### config.mk
export PLATFORM = sky130hd
export DESIGN_NAME = division_top
export DESIGN_NICKNAME = d
export VERILOG_FILES = /design/src/rtl/division_pkg.sv /design/src/rtl/subtractor_df.sv /design/src/rtl/division_top.sv
export SDC_FILE = /design/constraint.sdc
export NUM_CORES = 1
export LEC_CHECK = 0
export ABC_AREA = 1
export BUFFER_PORTS_ARGS = -buffer_cell sky130_fd_sc_hd__buf_2
export CAP_MARGIN = 10
export CORE_UTILIZATION = 45
export DETAILED_ROUTE_END_ITERATION = 6
export PLACE_DENSITY = 0.66
export SETUP_SLACK_MARGIN = 0.05
export SKIP_CTS_REPAIR_TIMING = 1
export SYNTH_ARGS = -nofsm -noshare
export SYNTH_HDL_FRONTEND = slang
export SYNTH_HIERARCHICAL = 1
export SYNTH_SLANG_ARGS = --single-unit
### constraint.sdc
create_clock -name clk -period 8.4 [get_ports clk]
set_input_delay 1.68 -clock clk [delete_from_list [all_inputs] [get_ports clk]]
set_output_delay 1.68 -clock clk [all_outputs]
set_load 0.03 [all_outputs]
### src/rtl/division_pkg.sv
// division_pkg: shared width constant, FSM state encoding and counter-width helper for the divider.
//   DIV_WIDTH  default operand/result width
//   DIV_CNT_W  iteration counter width for DIV_WIDTH
//   state_t    IDLE / RUN / DONE
package division_pkg;

    localparam int DIV_WIDTH = 64;

    // Counter must hold the value WIDTH itself, hence the +1.
    function automatic int cnt_width(input int w);
        return $clog2(w + 1);
    endfunction

    localparam int DIV_CNT_W = cnt_width(DIV_WIDTH);

    typedef enum logic [1:0] {
        IDLE,
        RUN,
        DONE
    } state_t;

endpackage

### src/rtl/subtractor_df.sv
// subtractor_df: trial subtraction for one restoring-division step.
//   a_i     WIDTH+1  shifted partial remainder
//   b_i     WIDTH    divisor
//   diff_o  WIDTH+1  a_i - b_i
//   neg_o   1        set when the difference is negative (borrow)
module subtractor_df
    import division_pkg::*;
#(
    parameter int WIDTH = DIV_WIDTH
) (
    input  logic [WIDTH:0]   a_i,
    input  logic [WIDTH-1:0] b_i,
    output logic [WIDTH:0]   diff_o,
    output logic             neg_o
);

    assign diff_o = a_i - {1'b0, b_i};
    // a_i < 2*b_i always holds in the divider, so the difference lies in
    // (-b_i, b_i) and the top bit is a faithful sign at WIDTH+1 bits.
    assign neg_o  = diff_o[WIDTH];

endmodule

### src/rtl/division_top.sv
// division_top: unsigned restoring divider, one quotient bit per cycle.
//   clk, reset                    clock, async active-high reset
//   start                         request, sampled only while ready
//   dividend_in, divisor_in       operands, captured on an accepted start
//   ready                         high in IDLE/DONE, low while dividing
//   quotient, remainder           result of the last completed operation
//   div_by_zero                   captured divisor was zero
module division_top
    import division_pkg::*;
#(
    parameter int WIDTH = DIV_WIDTH
) (
    input  logic             clk,
    input  logic             reset,
    input  logic             start,
    input  logic [WIDTH-1:0] dividend_in,
    input  logic [WIDTH-1:0] divisor_in,
    output logic             ready,
    output logic [WIDTH-1:0] quotient,
    output logic [WIDTH-1:0] remainder,
    output logic             div_by_zero
);

    localparam int CW = cnt_width(WIDTH);

    state_t           state_q, state_d;
    logic [CW-1:0]    cnt_q, cnt_d;
    logic [WIDTH-1:0] quo_q, quo_d, rem_q, rem_d, dvs_q, dvs_d;
    logic             dbz_q, dbz_d;
    logic [WIDTH:0]   shifted, diff;
    logic             neg;

    // Remainder gains the quotient MSB; kept at WIDTH+1 bits so nothing is lost.
    assign shifted = {rem_q, quo_q[WIDTH-1]};

    subtractor_df #(.WIDTH(WIDTH)) u_sub (
        .a_i    (shifted),
        .b_i    (dvs_q),
        .diff_o (diff),
        .neg_o  (neg)
    );

    always_ff @(posedge clk or posedge reset) begin
        if (reset) begin
            state_q <= IDLE;
            cnt_q   <= '0;
            quo_q   <= '0;
            rem_q   <= '0;
            dvs_q   <= '0;
            dbz_q   <= 1'b0;
        end else begin
            state_q <= state_d;
            cnt_q   <= cnt_d;
            quo_q   <= quo_d;
            rem_q   <= rem_d;
            dvs_q   <= dvs_d;
            dbz_q   <= dbz_d;
        end
    end

    always_comb begin
        state_d = state_q;
        cnt_d   = cnt_q;
        quo_d   = quo_q;
        rem_d   = rem_q;
        dvs_d   = dvs_q;
        dbz_d   = dbz_q;
        if (state_q != RUN && start) begin
            dvs_d   = divisor_in;
            cnt_d   = CW'(WIDTH);
            dbz_d   = divisor_in == '0;
            state_d = dbz_d ? DONE : RUN;
            quo_d   = dbz_d ? '1 : dividend_in;
            rem_d   = dbz_d ? dividend_in : '0;
        end else if (state_q == RUN) begin
            // On a negative trial the shifted remainder is < divisor, so its top bit is 0.
            rem_d   = WIDTH'(neg ? shifted : diff);
            quo_d   = {quo_q[WIDTH-2:0], ~neg};
            cnt_d   = cnt_q - 1'b1;
            state_d = cnt_q == CW'(1) ? DONE : RUN;
        end
    end

    assign ready       = state_q != RUN;
    assign quotient    = quo_q;
    assign remainder   = rem_q;
    assign div_by_zero = dbz_q;

endmodule

==> metrics.txt, run 1 <==
Place WS 3.70 ns; RSZ-0062 raised after global routing false; final worst slack 4.25 ns; Tmin final 4.15 ns; FILL cells 3825; final slew viol count 0; Post-Synthesis Cells 2750; CP top delay family buffers and inverters; total gr overflow 0; Core Area 0.0367 sq mm; HPWL after detailed placement 45.9 mm; critical path class in2reg; Num CTS Buffers 25; R2R cell count 10; die height 196 microns; DR vias 17800; r2r endpoint state_q[0]$_DFFE_PP0P_; Horiz. Die Dim 196 microns; required time of the worst setup path 8.82 ns; syn nets 2948; number of global-route vias before repair 16600; DR pass1 iterations 6; Mapped Area 0.0169 sq mm; slowest CP cell buf_4; Sum Neg Setup Slack 0 ns; hold depth 1; Setup crit end kind register; share of layout cells above drive strength 1 0.148; Final Skew 0.0127 ns; FF-to-FF Start state_q[0]$_DFFE_PP0P_; CTS clk-pin slew, worst paths 0.06 ns; Max Fclk 241 MHz; WL final 60.0 mm; global-route wire length before repair 93.7 mm; hold_ws 0.473 ns; Synth Warn # 6; worst min path class reg2reg; crit-path max cell delay 0.95 ns; fin util 0.522; detailed-route DRC error count 0; initial antenna violation count 0; depth of the CTS H-tree 1; final net count 3147; status complete, no violations; largest net degree at the start of global routing 130; Worst Hold Endpoint cnt_q[5]$_DFFE_PP0P_; Die ar. 0.0382 sq mm; Slew HR 0.211; Worst setup SP type input pin; Mean Syn Cell Area 6.13 sq um; drt wl/cell 17.5 microns; DRT antenna net count 0; initial drt markers 1827; Longest Clk Path Bufs 3; commonest non-fill, non-tap cells in the layout nand2_1 (1115), inv_1 (480), buf_2 (260), nor2_1 (208), dfrtp_1 (202); CP Max Fanout 110; ANT cells 0; most common cell after layout, fill and taps aside nand2_1; P&R area growth vs syn 13.6%; clk sinks 202; total global-route track usage 0.313; Setup-failing EPs final 0; vias per cell 5.18; HP Start cnt_q[5]$_DFFE_PP0P_; Root Buffer clkbuf_16; fin crit share 0.494; IO buf count 260; endpoints failing hold 0; placer's final routability congestion estimate 0.960; CTS tree yes; Critical Path, Cell by Cell buf_2 -> nand2_8 -> inv_4 -> buf_4 -> nand3_1 -> nand2_1 -> o21ai_1; Buf/Inv on CP 3; row cnt 70; crit path DAT 4.56 ns; # IOs 261; max_cap viols 0; Worst-Skew Late Latency 0.57 ns; worst-margin pin slew 1.18 ns; R2R setup slack 4.35 ns; Initial Util 0.459
## worst register-to-register path: cells and delay by family, from the launching register on
kind	cells	cell delay (ns)
AO/OA/AOI/OAI	1	0.07
AND/OR/NAND/NOR	4	0.95
buffers and inverters	5	2.50
flip-flops	1	0.37
## sequential cells by signal, summed over array words and instances (netlist names)
signal / cells
div_by_zero: 1
remainder: 64
dvs_q: 64
quotient: 64
state_q: 2
cnt_q: 7
## metrics by stage
stage / cell area, sq um / cells
finish: 19200 / 3434
global route: 19200 / 3434
CTS: 19100 / 3433
detailed placement: 18300 / 3389
global placement: 18300 / 3389
floorplan: 16900 / 2750
## area by class of cell
| class | count | area [sq um] | area share |
|---|---|---|---|
| inverters | 491 | 1850 | 0.0967 |
| clock inverters | 8 | 113 | 0.00588 |
| well taps | 468 | 586 | 0.0306 |
| flip-flops and latches | 202 | 5050 | 0.264 |
| repair buffers | 270 | 1390 | 0.0725 |
| clock buffers | 36 | 697 | 0.0364 |
| multi-input cells | 1959 | 9460 | 0.494 |
## worst max-delay path by stage
stage                      from                endpoint  slack (ns)  cells past startpoint
final                     start  state_q[0]$_DFFE_PP0P_        4.25                      7
after CTS                 start  state_q[0]$_DFFE_PP0P_        4.30                      7
after global routing      start  state_q[0]$_DFFE_PP0P_        4.04                      7
after global placement    start  state_q[0]$_DFFE_PP0P_        3.77                      7
after detailed placement  start  state_q[0]$_DFFE_PP0P_        3.70                      7
after floorplan           reset    cnt_q[0]$_DFFE_PP0P_        1.21                      1
## routing by layer
metal,routed length [microns],vias up,global-route usage
li1,-,8770,-
met4,1330,0,0.0700
met3,5180,68,0.0522
met2,24800,686,0.452
met1,28700,8259,0.480
met5,0,-,0
Power of run 1 is left out: the tool's default activity adds up to more than one toggle a clock period on the data nets, which glitch-free logic cannot reach.
==> run 2: changes to the inputs <==
--- a/config.mk
+++ b/config.mk
@@ -5,12 +5,12 @@
 export SDC_FILE = /design/constraint.sdc
 export NUM_CORES = 1
 export LEC_CHECK = 0
-export ABC_AREA = 1
+export ABC_AREA = 0
 export BUFFER_PORTS_ARGS = -buffer_cell sky130_fd_sc_hd__buf_2
 export CAP_MARGIN = 10
 export CORE_UTILIZATION = 45
 export DETAILED_ROUTE_END_ITERATION = 6
-export PLACE_DENSITY = 0.66
+export PLACE_DENSITY = 0.69
 export SETUP_SLACK_MARGIN = 0.05
 export SKIP_CTS_REPAIR_TIMING = 1
 export SYNTH_ARGS = -nofsm -noshare
==> constraint.sdc (replaced) <==
create_clock -name clk -period 3.3 [get_ports clk]
set_input_delay 0.66 -clock clk [delete_from_list [all_inputs] [get_ports clk]]
set_output_delay 0.66 -clock clk [all_outputs]
set_load 0.03 [all_outputs]
==> metrics.txt, run 2 <==
Cell Pwr Density 888 mW/mm^2; total global-route track usage 0.283 (-0.0300); Root Buffer clkbuf_16; Core Area 0.0306 sq mm (-17%); IO buf count 260 (unchanged); CTS tree yes; Mapped Area 0.0140 sq mm (-17%); Slew HR 0.481 (+0.270); failing checks setup timing; Final Skew 0.0138 ns (+0.00113 ns); worst min path class in2async; final worst slack -0.376 ns (-4.63 ns); Die ar. 0.0317 sq mm (-17%); initial drt markers 1174 (-36%); HPWL after detailed placement 33.5 mm (-27%); WL final 46.7 mm (-22%); ANT cells 0 (unchanged); Horiz. Die Dim 178 microns (-8.9%); fin util 0.597 (+0.0750); CTS clk-pin slew, worst paths 0.06 ns (about the same); DR pass1 iterations 5 (-1); worst-margin pin slew 0.779 ns (-0.405 ns); Setup-failing EPs final 65 (+65); Max VDD drop 0.000539 V; total gr overflow 0 (unchanged); P&R area growth vs syn 30.8%; Worst setup SP type register; number of global-route vias before repair 13800 (-17%); Mean Syn Cell Area 7.80 sq um (+27%); required time of the worst setup path 3.71 ns (-5.11 ns); placer's final routability congestion estimate 0.898 (-6.4%); Place WS -0.426 ns (-4.13 ns); Initial Util 0.457 (-0.00294); final slew viol count 0 (unchanged); clk sinks 202 (unchanged); max_cap viols 0 (unchanged); critical path class reg2reg; crit path DAT 4.08 ns (-0.48 ns); row cnt 64 (-8.6%); Longest Clk Path Bufs 3 (unchanged); RSZ-0062 raised after global routing true; most common cell after layout, fill and taps aside nand2_1; fin crit share 1.11; drt wl/cell 18.0 microns (+3.0%); endpoints failing hold 0 (unchanged); syn nets 1988 (-33%); final net count 2382 (-24%); Max Fclk 272 MHz; Setup crit end kind register; largest net degree at the start of global routing 161 (+24%); DRT antenna net count 0 (unchanged); Synth Warn # 6 (unchanged); Leakage 9.41 nW; CP Max Fanout 5 (-95%); detailed-route DRC error count 0 (unchanged); Post-Synthesis Cells 1790 (-35%); commonest non-fill, non-tap cells in the layout nand2_1 (320), buf_2 (260), buf_4 (218), dfrtp_1 (194), nor2_1 (179); share of layout cells above drive strength 1 0.275 (+0.127); Worst-Skew Late Latency 0.54 ns (-0.03 ns); global-route wire length before repair 71.9 mm (-23%); depth of the CTS H-tree 1 (unchanged); die height 178 microns (-8.9%); status finished, violations left; vias per cell 5.57 (+7.5%); Num CTS Buffers 24 (-4.0%); initial antenna violation count 0 (unchanged); Tmin final 3.68 ns; # IOs 261 (unchanged); DR vias 14400 (-19%)
[run 2: critical path, stage by stage, from the launching register on]
cell and delay [ns]:
dfrtp_1 0.39, inv_2 0.08, ha_4 0.20, a21o_1 0.21, or3_1 0.33, o211ai_1 0.39, a311oi_2 0.20, buf_4 0.18
nor3_4 0.26, a2bb2oi_4 0.23, a21oi_4 0.11, buf_4 0.16, buf_4 0.13, a31oi_4 0.17, a311oi_2 0.06, mux2i_1 0.15
nor2_1 0.05, a31oi_1 0.15, o21ai_1 0.09
[run 2: final timing paths]
check                                      start                         to  slack [ns]  depth (start not counted)
min                                        reset    quotient[8]$_DFFE_PP0P_        0.16                          2
min reg2reg                dvs_q[52]$_DFFE_PP0P_      dvs_q[52]$_DFFE_PP0P_        0.48                          2
max in group asynchronous                  reset   quotient[38]$_DFFE_PP0P_        2.21                          4
min in group clk                  divisor_in[52]      dvs_q[52]$_DFFE_PP0P_        0.33                          3
max                         dvs_q[4]$_DFFE_PP0P_  remainder[63]$_DFFE_PP0P_       -0.38                         18
max reg2reg                 dvs_q[4]$_DFFE_PP0P_  remainder[63]$_DFFE_PP0P_       -0.38                         18
[run 2: final cells by class]
class,count,area (sq um)
Timing Repair Buffer,494,3270
Clock inverter,9,123
Inverter,86,332
Sequential cell,202,5060
Tap cell,396,495
Fill cell,2740,12300
Clock buffer,31,668
Multi-Input combinational cell,1376,8310
[run 2: per-layer routing]
layer	vias up	GRT usage	share of wire	wire length, microns
met5	-	0	0	0
li1	6963	-	-	-
met2	447	0.452	0.46	21400
met4	0	0.0791	0.023	1080
met3	63	0.0369	0.058	2700
met1	6966	0.398	0.46	21500
[run 2: power breakdown]
part | internal, W | total, W | switching [W] | leakage (nW)
registers | 0.00338 | 0.00399 | 0.000607 | 2.49
logic | 0.00370 | 0.00949 | 0.00579 | 6.53
clock network | 0.00165 | 0.00274 | 0.00109 | 0.389
[run 2: through the flow]
stage               instances  TNS, ns  power, W  hold WS [ns]  area, sq um
floorplan                1790   -20.05   0.00997         0.446        14200
global placement         2540   -18.39    0.0129         0.459        17100
detailed placement       2540   -24.63    0.0131         0.463        17100
CTS                      2580   -27.17    0.0159         0.164        17900
global route             2594   -31.44    0.0173         0.192        18300
finish                   2594   -18.49    0.0162         0.161        18300
No activity file was read; power rests on OpenSTA's default activity.
